### config.mk
export PLATFORM = sky130hd
export DESIGN_NAME = result_collector_flat
export DESIGN_NICKNAME = d
export VERILOG_FILES = /design/src/rtl/result_collector_pkg.sv /design/src/rtl/result_collector_if.sv /design/src/rtl/collector_bias_rf.sv /design/src/rtl/result_collector.sv /design/src/flat_wrapper.sv
export SDC_FILE = /design/constraint.sdc
export NUM_CORES = 1
export LEC_CHECK = 0
export CAP_MARGIN = 20
export CORE_MARGIN = 5
export CORE_UTILIZATION = 45
export CTS_BUF_LIST = sky130_fd_sc_hd__clkbuf_16
export DETAILED_ROUTE_END_ITERATION = 8
export PLACE_DENSITY_LB_ADDON = 0.15
export SLEW_MARGIN = 20
export SYNTH_ARGS = -nofsm -noshare
export SYNTH_HDL_FRONTEND = slang
export SYNTH_SLANG_ARGS = --single-unit
### constraint.sdc
create_clock -name clk -period 18.7 [get_ports clk]
set_clock_uncertainty 0.2 [all_clocks]
set_input_delay 2.805 -clock clk [delete_from_list [all_inputs] [get_ports clk]]
set_output_delay 2.805 -clock clk [all_outputs]
set_load 0.02 [all_outputs]
### src/rtl/result_collector_pkg.sv
// Shared types and width helpers for the result collector.
// Elements are 2*DATA_WIDTH wide and biases DATA_WIDTH wide.
package result_collector_pkg;

    typedef enum logic {
        IDLE = 1'b0,
        FILL = 1'b1
    } state_e;

    localparam int ERR_CNT_W = 8;
    localparam int VEC_CNT_W = 16;

    function automatic int result_width(input int data_width);
        return 2 * data_width;
    endfunction

    // Keep address ports at least one bit wide, even for LENGTH == 1.
    function automatic int addr_width(input int length);
        return (length > 1) ? $clog2(length) : 1;
    endfunction

endpackage

### src/rtl/result_collector_if.sv
// Element stream, flush and bias-write bus into the collector, plus its result outputs.
// valid/ready: there is no backpressure; in_valid is taken on every rising clk edge unless flush is high.
// ready is an output-only pulse marking a fresh input_data.
interface result_collector_if
    import result_collector_pkg::*;
#(
    parameter int DATA_WIDTH = 8,
    parameter int LENGTH     = 10
) ();
    localparam int RW = result_width(DATA_WIDTH);
    localparam int AW = addr_width(LENGTH);

    logic                         in_valid;
    logic [RW-1:0]                in_data;
    logic                         in_last;
    logic                         flush;
    logic                         bias_we;
    logic [AW-1:0]                bias_addr;
    logic [DATA_WIDTH-1:0]        bias_wdata;
    logic [RW*LENGTH-1:0]         input_data;
    logic [DATA_WIDTH*LENGTH-1:0] biases;
    logic                         ready;
    logic [ERR_CNT_W-1:0]         err_cnt;
    logic [VEC_CNT_W-1:0]         vec_cnt;
    state_e                       dbg_state;
    logic [AW-1:0]                dbg_idx;

    modport master (
        output in_valid, in_data, in_last, flush, bias_we, bias_addr, bias_wdata,
        input  input_data, biases, ready, err_cnt, vec_cnt, dbg_state, dbg_idx
    );

    modport slave (
        input  in_valid, in_data, in_last, flush, bias_we, bias_addr, bias_wdata,
        output input_data, biases, ready, err_cnt, vec_cnt, dbg_state, dbg_idx
    );
endinterface

### src/rtl/collector_bias_rf.sv
// Bias register file: LENGTH x DATA_WIDTH, one write port, every entry readable in parallel.
// Writes to addresses at or above LENGTH are dropped.
module collector_bias_rf
    import result_collector_pkg::*;
#(
    parameter int DATA_WIDTH = 8,
    parameter int LENGTH     = 10
) (
    input  logic                         clk,
    input  logic                         reset,
    input  logic                         we_i,
    input  logic [addr_width(LENGTH)-1:0] addr_i,
    input  logic [DATA_WIDTH-1:0]        wdata_i,
    output logic [DATA_WIDTH*LENGTH-1:0] rdata_o
);
    logic [DATA_WIDTH-1:0] mem_q [LENGTH];

    always_ff @(posedge clk or posedge reset) begin
        if (reset) begin
            for (int k = 0; k < LENGTH; k++) begin
                mem_q[k] <= '0;
            end
        end else if (we_i && (int'(addr_i) < LENGTH)) begin
            mem_q[addr_i] <= wdata_i;
        end
    end

    for (genvar g = 0; g < LENGTH; g++) begin : g_rd
        assign rdata_o[g*DATA_WIDTH +: DATA_WIDTH] = mem_q[g];
    end
endmodule

### src/rtl/result_collector.sv
// Collects LENGTH signed column results into a shadow vector and publishes it whole,
// with framing-error detection, flush, and a bias register file alongside.
module result_collector
    import result_collector_pkg::*;
#(
    parameter int DATA_WIDTH = 8,
    parameter int LENGTH     = 10
) (
    input  logic             clk,
    input  logic             reset,
    result_collector_if.slave bus
);
    localparam int RW = result_width(DATA_WIDTH);
    localparam int AW = addr_width(LENGTH);
    localparam logic [AW-1:0] LAST_IDX = AW'(LENGTH - 1);

    state_e                state_q;
    logic [AW-1:0]         idx_q;
    logic [RW*LENGTH-1:0]  shadow_q;
    logic [RW*LENGTH-1:0]  input_data_q;
    logic [RW*LENGTH-1:0]  assembled_d;
    logic                  ready_q;
    logic [ERR_CNT_W-1:0]  err_cnt_q;
    logic [VEC_CNT_W-1:0]  vec_cnt_q;

    // The final element bypasses the shadow so the whole vector lands on one edge.
    always_comb begin
        assembled_d = shadow_q;
        assembled_d[(LENGTH-1)*RW +: RW] = bus.in_data;
    end

    always_ff @(posedge clk or posedge reset) begin
        if (reset) begin
            state_q      <= IDLE;
            idx_q        <= '0;
            shadow_q     <= '0;
            input_data_q <= '0;
            ready_q      <= 1'b0;
            err_cnt_q    <= '0;
            vec_cnt_q    <= '0;
        end else begin
            ready_q <= 1'b0;
            if (bus.flush) begin
                state_q <= IDLE;
                idx_q   <= '0;
            end else if (bus.in_valid) begin
                shadow_q[int'(idx_q)*RW +: RW] <= bus.in_data;
                if ((idx_q == LAST_IDX) && bus.in_last) begin
                    input_data_q <= assembled_d;
                    ready_q      <= 1'b1;
                    vec_cnt_q    <= vec_cnt_q + 1'b1;
                    state_q      <= IDLE;
                    idx_q        <= '0;
                end else if ((idx_q == LAST_IDX) || bus.in_last) begin
                    // Early or missing in_last: the partial vector is thrown away.
                    if (err_cnt_q != '1) begin
                        err_cnt_q <= err_cnt_q + 1'b1;
                    end
                    state_q <= IDLE;
                    idx_q   <= '0;
                end else begin
                    state_q <= FILL;
                    idx_q   <= idx_q + 1'b1;
                end
            end
        end
    end

    collector_bias_rf #(
        .DATA_WIDTH(DATA_WIDTH),
        .LENGTH    (LENGTH)
    ) u_bias_rf (
        .clk    (clk),
        .reset  (reset),
        .we_i   (bus.bias_we),
        .addr_i (bus.bias_addr),
        .wdata_i(bus.bias_wdata),
        .rdata_o(bus.biases)
    );

    assign bus.input_data = input_data_q;
    assign bus.ready      = ready_q;
    assign bus.err_cnt    = err_cnt_q;
    assign bus.vec_cnt    = vec_cnt_q;
    assign bus.dbg_state  = state_q;
    assign bus.dbg_idx    = idx_q;
endmodule

### src/flat_wrapper.sv
// flat-port wrapper written by rule: the top's interface ports become plain ports
module result_collector_flat import result_collector_pkg::*;
#(
    parameter int DATA_WIDTH = 8,
    parameter int LENGTH     = 10
)
  (clk, reset, bus_in_valid, bus_in_data, bus_in_last, bus_flush, bus_bias_we, bus_bias_addr, bus_bias_wdata, bus_input_data, bus_biases, bus_ready, bus_err_cnt, bus_vec_cnt, bus_dbg_state, bus_dbg_idx);
  result_collector_if #(.DATA_WIDTH(DATA_WIDTH), .LENGTH(LENGTH)) bus_i ();
  input  logic clk;
  input  logic reset;
  input wire logic [$bits(bus_i.in_valid)-1:0] bus_in_valid;
  input wire logic [$bits(bus_i.in_data)-1:0] bus_in_data;
  input wire logic [$bits(bus_i.in_last)-1:0] bus_in_last;
  input wire logic [$bits(bus_i.flush)-1:0] bus_flush;
  input wire logic [$bits(bus_i.bias_we)-1:0] bus_bias_we;
  input wire logic [$bits(bus_i.bias_addr)-1:0] bus_bias_addr;
  input wire logic [$bits(bus_i.bias_wdata)-1:0] bus_bias_wdata;
  output wire logic [$bits(bus_i.input_data)-1:0] bus_input_data;
  output wire logic [$bits(bus_i.biases)-1:0] bus_biases;
  output wire logic [$bits(bus_i.ready)-1:0] bus_ready;
  output wire logic [$bits(bus_i.err_cnt)-1:0] bus_err_cnt;
  output wire logic [$bits(bus_i.vec_cnt)-1:0] bus_vec_cnt;
  output wire logic [$bits(bus_i.dbg_state)-1:0] bus_dbg_state;
  output wire logic [$bits(bus_i.dbg_idx)-1:0] bus_dbg_idx;
  assign bus_i.in_valid = bus_in_valid;
  assign bus_i.in_data = bus_in_data;
  assign bus_i.in_last = bus_in_last;
  assign bus_i.flush = bus_flush;
  assign bus_i.bias_we = bus_bias_we;
  assign bus_i.bias_addr = bus_bias_addr;
  assign bus_i.bias_wdata = bus_bias_wdata;
  assign bus_input_data = bus_i.input_data;
  assign bus_biases = bus_i.biases;
  assign bus_ready = bus_i.ready;
  assign bus_err_cnt = bus_i.err_cnt;
  assign bus_vec_cnt = bus_i.vec_cnt;
  assign bus_dbg_state = bus_i.dbg_state;
  assign bus_dbg_idx = bus_i.dbg_idx;
  result_collector #(.DATA_WIDTH(DATA_WIDTH), .LENGTH(LENGTH)) u_core (.clk(clk), .reset(reset), .bus(bus_i));
endmodule
==> out/metrics.cfg, run 1 <==
[finish]
multiInputGateArea_um2=5490
finish.utilization_pct=59.4
stdcell_area_um2=21200
fin_cells=2207
syn2layout_area_growth_pct=30.1
num-fill-cells=2972
regArea_um2=10400
drive_above_1_share_pct=15.8
antenna_cells=0
fin_nets=1753

[logic_synthesis]
syn-cell-area_um2=16300
synth_fp_nets=1467
synth_top_cell_by_area=dfrtp_1
synth_area_per_cell_um2=11.4
synth_area_leaders=dfrtp_1 64%, mux2_2 12%, nand2_1 11%
synthCells=1427
ys_seq_elements=414
yosysWarnings=0
synth.distinct_cells=54
synth_common_cells=471 x nand2_1, 414 x dfrtp_1, 169 x mux2_2
netlist.area_leader.share_pct=63.6
synthArstFlopShare_pct=100
synth-edff-count=0
ys_seq_area_share_pct=63.6
synth_top_flop_cell=dfrtp_1
post-synth-top-count-cell=nand2_1

[sta]
post-route-period-util_pct=28.9
setup_violations=0
rsz0062_at_grt=no
finalHoldViolations=0
tns_ps=0
slew_violations=0
slew_headroom_pct=28.6
worstMarginPinSlew_ps=1060
fmax_ghz=0.185
finalCriticalPeriod_ps=5410

[routing]
drc=0
wirelength_mm=44.2
wl_per_cell_um=20.0
dr.pass1.iters=6
drt_iter0_markers=721
postRouteAntennaNets=0
vias_per_cell=5.21
vias=11493

[floorplanning]
rows=69
start_util_pct=45.7
fp.dieW_um=200
design.core.area_um2=35700
die_h_um=200
die-area_um2=40100
num_io_pins=304

[clock_network]
cts_tree=done
clockRootBuffer=clkbuf_16
numCtsBuffers=44
cts_setup_buffers=0
clk_path_buf_depth=3
htreeDepth=2
clk_latency_ps=530
cts_sinks=414
clk_pin_slew_ps=60
postCtsHoldBufs=0
cts_resized=0

[setup_path]
timing.rr.start=u_core.bus.dbg_idx[0]
critPathCaptureType=register
crit_arrival_ps=5630
r2r_setup_slack_ps=14840
critPathLaunch=bus_in_valid
crit_fanout=16
cp.required_ps=18920
start_kind=primary input
worstRegToRegCells=7
r2r-end=u_core.bus.input_data[22]
worst-setup-path-type=primary input to register

[hold_path]
timing.hold.worst.start=u_core.shadow_q[88]
holdPathEnd=u_core.bus.input_data[88]
whs_path_depth=2
hold_path.class=register to register

[pwr]
vdd_drop_max_mv=0.0635
leakagePower_uw=0.0103
pwr_density_cell_nw_per_um2=101

[place]
dpl-instance-area_um2=19700
routabilityCongestion=0.823
hpwl_mm=30.1
port_buffers=303
dp_cells=2126

[global_route]
grt_max_degree=159
grtUsageTotal_pct=21.7
grt_pass1_wl_mm=70.0
grt_overflow=0
grt_pass1_vias=11695
antenna_found_initial=2

[run]
maxCapViolations=0

[run_status]
status=finished clean

## registers in the layout, indices dropped and copies added (netlist names)
signal	flops
u_core.bus.dbg_idx	4
u_core.bus.dbg_state	1
u_core.bus.ready	1
u_core.bus.vec_cnt	16
u_core.bus.err_cnt	8
u_core.u_bias_rf.rdata_o	80
u_core.bus.input_data	160
u_core.shadow_q	144
## logic make-up after synthesis
kind of cell / count (synthesis) / synth area share, %
AND/OR/NAND/NOR: 589 / 15.1
flip-flops: 414 / 63.6
multiplexers: 186 / 13.2
buffers and inverters: 108 / 2.88
AO/OA/AOI/OAI: 106 / 3.77
XOR/XNOR: 18 / 1.01
adder cells (fa/ha/maj): 6 / 0.461
## routing by layer
metal,GRT usage (%),wire (µm)
met5,0,0
met4,5.63,1070
met3,5.06,2850
met2,34.6,20700
met1,30.5,19600
## through the flow
stage                     hold slack [ps]  power [µW]  setup WS, ps
final                                 259        2150         13290
after global routing                  285        2230         12990
after CTS                             253        2170         13140
after detailed placement              246        1280         12580
after global placement                241        1270         12690
after floorplan                       232        1140          4170
## worst max-delay path, cell delays in order
cell and delay [ps]:
clkdlybuf4s50_1 550, nor2b_1 590, nand3_1 570, or2_1 680, mux2_4 410
## cells in the final DEF, fill, tap and decap left out, types with 4 or more instances in the layout
master,n
mux2_4,15
clkdlybuf4s50_1,303
xnor2_1,7
o31ai_1,13
nor2_1,14
xor2_1,10
nand2_1,470
clkbuf_16,45
nor3_1,21
and3b_1,4
and2_1,5
o21ai_0,77
nand4_1,5
clkinv_1,9
dfrtp_1,414
mux2_2,169
nand3_1,31
buf_4,7
clkinv_2,6
or3_1,4
ha_1,6
inv_1,41
bufinv_16,7
nor2_2,4
## how the worst max path moves through the flow
stage,end,cells past startpoint
after detailed placement,u_core.bus.input_data[150],6
after floorplan,u_core.bus.dbg_idx[0],1
after global routing,u_core.shadow_q[34],4
after CTS,u_core.bus.input_data[150],6
final,u_core.shadow_q[70],5
after global placement,u_core.bus.input_data[152],6
## where the power goes
group | leakage, µW | internal (µW) | total (µW) | switching [µW]
clock network | 0.000743 | 532 | 885 | 353
registers | 0.00562 | 954 | 987 | 33.8
logic | 0.00392 | 127 | 275 | 148
total | 0.0103 | 1610 | 2150 | 534
## area by class of cell
| class | count | area share (%) |
|---|---|---|
| repair buffers | 313 | 14.9 |
| multi-input cells | 905 | 25.9 |
| clock buffers | 45 | 5.31 |
| flip-flops and latches | 414 | 48.9 |
| clock inverters | 34 | 1.59 |
| well taps | 461 | 2.72 |
| inverters | 35 | 0.667 |
Power figures use the tool's default switching activity.
==> run 2: changes to the inputs <==
==> constraint.sdc (replaced) <==
create_clock -name clk -period 4.4 [get_ports clk]
set_clock_uncertainty 0.2 [all_clocks]
set_input_delay 0.66 -clock clk [delete_from_list [all_inputs] [get_ports clk]]
set_output_delay 0.66 -clock clk [all_outputs]
set_load 0.02 [all_outputs]
==> run 2 against run 1 <==
- worst hold slack better by 1.5 ps
- highest routed layer unchanged
- setup slack got worse by 12000 ps
- die area stayed put
- flip-flop and latch count unchanged
- clock power grew to 3.7 times the previous value
- via count shrank 1.6%
- largest cell class unchanged
- design area decreased by 0.51%
- register-to-register slack worse by 14000 ps
- combinational power rose to 4.3 times the previous value
- routed wire length fell by 1.8%
- sequential share of layout area is 0.25 points higher
==> out/metrics.cfg, run 2 (synthesized netlist as in run 1, its figures left out) <==
[run_status]
status=finished clean  ; unchanged

[finish]
final_cell_mix=470 x nand2_1, 414 x dfrtp_1, 303 x clkdlybuf4s50_1, 169 x mux2_2, 77 x o21ai_0  ; unchanged
multiInputGateArea_um2=5490  ; about the same
final_common_cell=nand2_1  ; unchanged
regArea_um2=10400  ; unchanged
largest_reg_flops=160  ; unchanged
antenna_cells=0  ; unchanged
syn2layout_area_growth_pct=29.4  ; was 30.1%
fin_cells=2215  ; was 2,207
drive_above_1_share_pct=15.9  ; was 15.8%
num-fill-cells=2982  ; was 2,972
fin_nets=1761  ; was 1,753

[place]
hpwl_mm=30.0  ; was 30.1 mm
port_buffers=303  ; unchanged
dp_cells=2136  ; was 2,126
routabilityCongestion=0.859  ; was 0.823

[clock_network]
cts_resized=0  ; unchanged
htreeDepth=2  ; unchanged
cts_sinks=414  ; unchanged
clk_path_buf_depth=3  ; unchanged
clk_latency_ps=540  ; was 530 ps
numCtsBuffers=44  ; unchanged
clockRootBuffer=clkbuf_16  ; unchanged
clk_pin_slew_ps=60  ; about the same
cts_setup_buffers=0  ; unchanged
cts_tree=done  ; unchanged
postCtsHoldBufs=0  ; unchanged

[floorplanning]
start_util_pct=45.7  ; unchanged
design.core.area_um2=35700  ; unchanged
die_h_um=200  ; unchanged
num_io_pins=304  ; unchanged
rows=69  ; unchanged
fp.dieW_um=200  ; unchanged
die-area_um2=40100  ; unchanged

[global_route]
grtUsageTotal_pct=21.5  ; was 21.7%
grt_max_degree=195  ; was 159
antenna_found_initial=0  ; was 2
grt_overflow=0  ; unchanged
grt_pass1_vias=11525  ; was 11.7k
grt_pass1_wl_mm=69.6  ; was 70.0 mm

[setup_path]
slowest_delay_ps=660  ; was 680 ps
cp_cell_sequence=buf_4, inv_1, ha_1, xnor2_2, nand3_1, or2_1, mux2_4  ; was clkdlybuf4s50_1, nor2b_1, nand3_1, or2_1, mux2_4
crit_fanout=26  ; was 16
path_buf_inv=2  ; was 1
crit_arrival_ps=3490  ; was 5630 ps
critPathCaptureType=register  ; unchanged
cp.required_ps=4610  ; was 18,920 ps
worst-setup-path-type=register to register  ; was primary input to register
start_kind=register  ; was primary input
critPathSlowestCell=or2_1  ; unchanged
critical-path-top-delay-family=simple AND/OR/NAND/NOR gates  ; unchanged

[routing]
wl_per_cell_um=19.6  ; was 20.0 µm
vias=11310  ; was 11.5k
drc=0  ; unchanged
postRouteAntennaNets=0  ; unchanged
vias_per_cell=5.11  ; was 5.21
drt_iter0_markers=566  ; was 721
wirelength_mm=43.4  ; was 44.2 mm
dr.pass1.iters=7  ; was 6

[run]
maxCapViolations=0  ; unchanged

[sta]
slew_headroom_pct=32.0  ; was 28.6%
slew_violations=0  ; unchanged
setup_violations=0  ; unchanged
worstMarginPinSlew_ps=1010  ; was 1060 ps
fmax_ghz=0.305
rsz0062_at_grt=no  ; unchanged
finalCriticalPeriod_ps=3280
post-route-period-util_pct=74.4
finalHoldViolations=0  ; unchanged

[pwr]
pwr_density_cell_nw_per_um2=410  ; was 101 nW/µm²
leakagePower_uw=0.0103  ; about the same
vdd_drop_max_mv=0.280  ; was 0.0635 mV
total_power_uw=8640  ; was 2150 µW

[hold_path]
hold_path.class=register to register  ; unchanged

run 2: through the flow:
| step | instance area [µm²] | TNS [ps] | setup slack, ps | hold WS [ps] | util (%) |
|---|---|---|---|---|---|
| after floorplan | 16300 | -845220 | -2040 | 232 | - |
| after global placement | 19800 | 0 | 829 | 245 | 55.6 |
| after detailed placement | 19800 | 0 | 788 | 246 | 55.6 |
| after CTS | 21100 | 0 | 1170 | 262 | 59.1 |
| after global routing | 21100 | 0 | 945 | 282 | 59.1 |
| final | 21100 | 0 | 1120 | 261 | 59.1 |
run 2: per-layer routing:
layer | wire length [µm] | GRT usage (%)
met1 | 19700 | 30.9
met2 | 20300 | 33.9
met3 | 2560 | 5.05
met4 | 795 | 4.55
met5 | 0 | 0
run 2: path summary, 6_finish.rpt:
kind                       slack, ps             startpoint  cells past startpoint                   endpoint
max                             1120  u_core.bus.dbg_idx[0]                      7        u_core.shadow_q[71]
min                              260    u_core.shadow_q[40]                      2  u_core.bus.input_data[40]
max reg2reg                     1120  u_core.bus.dbg_idx[0]                      7        u_core.shadow_q[71]
min reg2reg                      260    u_core.shadow_q[40]                      2  u_core.bus.input_data[40]
max in group asynchronous       2610                  reset                      3      u_core.bus.vec_cnt[4]
min in group asynchronous        430                  reset                      2  u_core.bus.input_data[94]
run 2: worst register-to-register path, cell delays in order (launching register included):
cell	delay, ps
dfrtp_1	320
buf_4	280
inv_1	120
ha_1	320
xnor2_2	390
nand3_1	470
or2_1	660
mux2_4	410
run 2: layout make-up:
type                    instances  share of cell area [%]
clock buffers                  44                    5.22
clock inverters                35                   0.789
inverters                      35                   0.653
multi-input cells             905                    26.0
flip-flops and latches        414                    49.1
well taps                     461                    2.74
repair buffers                321                    15.4
run 2: report_power, final:
| part | switching (µW) | internal [µW] | total, µW |
|---|---|---|---|
| registers | 132 | 4050 | 4190 |
| logic | 634 | 547 | 1180 |
| clock network | 1460 | 1810 | 3270 |
==> run 3: changes to the inputs <==
==> constraint.sdc (replaced) <==
create_clock -name clk -period 3.4 [get_ports clk]
set_clock_uncertainty 0.2 [all_clocks]
set_input_delay 0.51 -clock clk [delete_from_list [all_inputs] [get_ports clk]]
set_output_delay 0.51 -clock clk [all_outputs]
set_load 0.02 [all_outputs]
==> run 3 against run 2 <==
- setup slack got worse by 660 ps
- combinational power rose by 31%
- largest cell class unchanged
- via count grew 1.7%
- routed wire length is 2.8% higher
- core utilization is 0.75 points higher
- global-route usage grew 0.57 points
- critical path type unchanged
- first-iteration DRC count up 32%
- non-clock buffer count increased by 24
- die area did not move
- count of clock-buffer cells in the layout stayed put
==> out/metrics.cfg, run 3 (synthesized netlist as in run 1, its figures left out) <==
[clock_network]
numCtsBuffers=43  ; was 44
clk_path_buf_depth=3  ; unchanged
postCtsHoldBufs=0  ; unchanged
clk_latency_ps=540  ; about the same
clk_pin_slew_ps=60  ; about the same
cts_setup_buffers=0  ; unchanged
cts_tree=done  ; unchanged
cts_resized=0  ; unchanged
clockRootBuffer=clkbuf_16  ; unchanged
cts_sinks=414  ; unchanged
htreeDepth=2  ; unchanged

[setup_path]
crit_arrival_ps=3150  ; was 3490 ps
path_buf_inv=1  ; was 2
worst-setup-path-type=register to register  ; unchanged
critPathCaptureType=register  ; unchanged
r2r_setup_slack_ps=470  ; was 1120 ps
critPathSlowestCell=or2_1  ; unchanged
cp_cell_sequence=inv_1, ha_1, and2b_1, o211ai_2, or2_1, mux2_2  ; was buf_4, inv_1, ha_1, xnor2_2, nand3_1, or2_1, mux2_4
path_depth=6  ; was 7
crit_fanout=16  ; was 26
endpoint=u_core.shadow_q[140]  ; was u_core.shadow_q[71]
r2r-end=u_core.shadow_q[140]  ; was u_core.shadow_q[71]
slowest_delay_ps=730  ; was 660 ps
critical-path-top-delay-family=simple AND/OR/NAND/NOR gates  ; unchanged
timing.rr.start=u_core.bus.dbg_idx[0]  ; unchanged
cp.required_ps=3610  ; was 4610 ps
start_kind=register  ; unchanged
worstRegToRegCells=6  ; was 7
critPathLaunch=u_core.bus.dbg_idx[0]  ; unchanged

[finish]
fin_nets=1784  ; was 1,761
syn2layout_area_growth_pct=31.1  ; was 29.4%
fin_cells=2236  ; was 2,215
antenna_cells=0  ; unchanged
drive_above_1_share_pct=17.0  ; was 15.9%
multiInputGateArea_um2=5480  ; was 5490 µm²
final_cell_mix=470 x nand2_1, 414 x dfrtp_1, 303 x clkdlybuf4s50_1, 169 x mux2_2, 77 x o21ai_0  ; unchanged
largest_reg_flops=160  ; unchanged
num-fill-cells=3013  ; was 2,982
final_common_cell=nand2_1  ; unchanged
regArea_um2=10400  ; unchanged

[global_route]
global_route.usage.met1_pct=31.0  ; was 30.9%
grt_max_degree=91  ; was 195
grt.busiest_layer=met2  ; unchanged
grt_overflow=0  ; unchanged
use_met2_pct=35.2  ; was 33.9%
grt_pass1_wl_mm=71.3  ; was 69.6 mm
antenna_found_initial=1  ; was 0
grtUsageTotal_pct=22.1  ; was 21.5%
grt_use_met3_pct=5.30  ; was 5.05%
grt_pass1_vias=11957  ; was 11.5k

[sta]
setup_violations=0  ; unchanged
slew_violations=0  ; unchanged
worstMarginPinSlew_ps=870  ; was 1010 ps
slew_headroom_pct=42.0  ; was 32.0%
finalCriticalPeriod_ps=2930  ; was 3280 ps
post-route-period-util_pct=86.2  ; was 74.4%
fmax_ghz=0.341  ; was 0.305 GHz
finalHoldViolations=0  ; unchanged
rsz0062_at_grt=no  ; unchanged

[routing]
dr.pass1.iters=5  ; was 7
drc=0  ; unchanged
vias_per_cell=5.14  ; was 5.11
vias=11498  ; was 11.3k
wirelength_mm=44.6  ; was 43.4 mm
drt_iter0_markers=748  ; was 566
postRouteAntennaNets=0  ; unchanged
wl_per_cell_um=19.9  ; was 19.6 µm

[run_status]
status=finished clean  ; unchanged

[run]
maxCapViolations=0  ; unchanged

[pwr]
total_power_uw=11400  ; was 8640 µW
vdd_drop_max_mv=0.346  ; was 0.280 mV
leakagePower_uw=0.0104  ; was 0.0103 µW
pwr_density_cell_nw_per_um2=532  ; was 410 nW/µm²

[place]
dp_cells=2160  ; was 2,136
hpwl_mm=31.5  ; was 30.0 mm
routabilityCongestion=0.801  ; was 0.859
port_buffers=303  ; unchanged

[floorplanning]
design.core.area_um2=35700  ; unchanged
die_h_um=200  ; unchanged
die-area_um2=40100  ; unchanged
num_io_pins=304  ; unchanged
fp.dieW_um=200  ; unchanged
start_util_pct=45.7  ; unchanged
rows=69  ; unchanged

[hold_path]
hold_path.class=primary input to asynchronous set/reset pin  ; was register to register

run 3: changes by cell type in the layout (fill, tap and decap cells not counted), sizes merged:
cell	before	now
buf	18	42
bufinv	0	2
clkinv	21	18
clkinvlp	2	4
inv	47	43
run 3: power breakdown:
| part | leakage [µW] | switching [µW] | internal, µW |
|---|---|---|---|
| combinational | 0.00410 | 823 | 725 |
| clock | 0.000666 | 1890 | 2490 |
| sequential | 0.00562 | 172 | 5240 |
| total | 0.0104 | 2890 | 8460 |
run 3: worst min-delay path by stage:
stage                                     from                          to  slack [ps]
final                                    reset   u_core.bus.input_data[88]         210
after floorplan            u_core.shadow_q[98]   u_core.bus.input_data[98]         230
after global routing                     reset   u_core.bus.input_data[80]         230
after global placement    u_core.shadow_q[118]  u_core.bus.input_data[118]         240
after detailed placement  u_core.shadow_q[139]  u_core.bus.input_data[139]         250
after CTS                                reset   u_core.bus.input_data[80]         190
run 3: cell type report:
cell class / count / share of cell area (%)
sequential: 414 / 48.5
multi-input combinational: 905 / 25.7
timing repair buffer: 345 / 16.3
clock buffer: 44 / 5.16
tap: 461 / 2.70
clock inverter: 32 / 0.979
inverter: 35 / 0.645
run 3: through the flow:
stage | hold slack (ps) | setup slack (ps) | TNS [ps] | cell area [µm²] | utilization, %
after floorplan | 232 | -2890 | -1197120 | 16300 | -
after global placement | 244 | 408 | 0 | 20000 | 56.2
after detailed placement | 253 | 361 | 0 | 20000 | 56.2
after CTS | 192 | 493 | 0 | 21400 | 59.9
after global routing | 228 | 349 | 0 | 21400 | 59.9
final | 207 | 468 | 0 | 21400 | 59.9
run 3: per-layer routing:
| metal | routed length, µm | part of all wire (%) | up-vias |
|---|---|---|---|
| li1 | - | - | 5332 |
| met1 | 20000 | 45 | 5782 |
| met2 | 20800 | 47 | 322 |
| met3 | 2790 | 6.3 | 62 |
| met4 | 1000 | 2.2 | 0 |
| met5 | 0 | 0 | - |
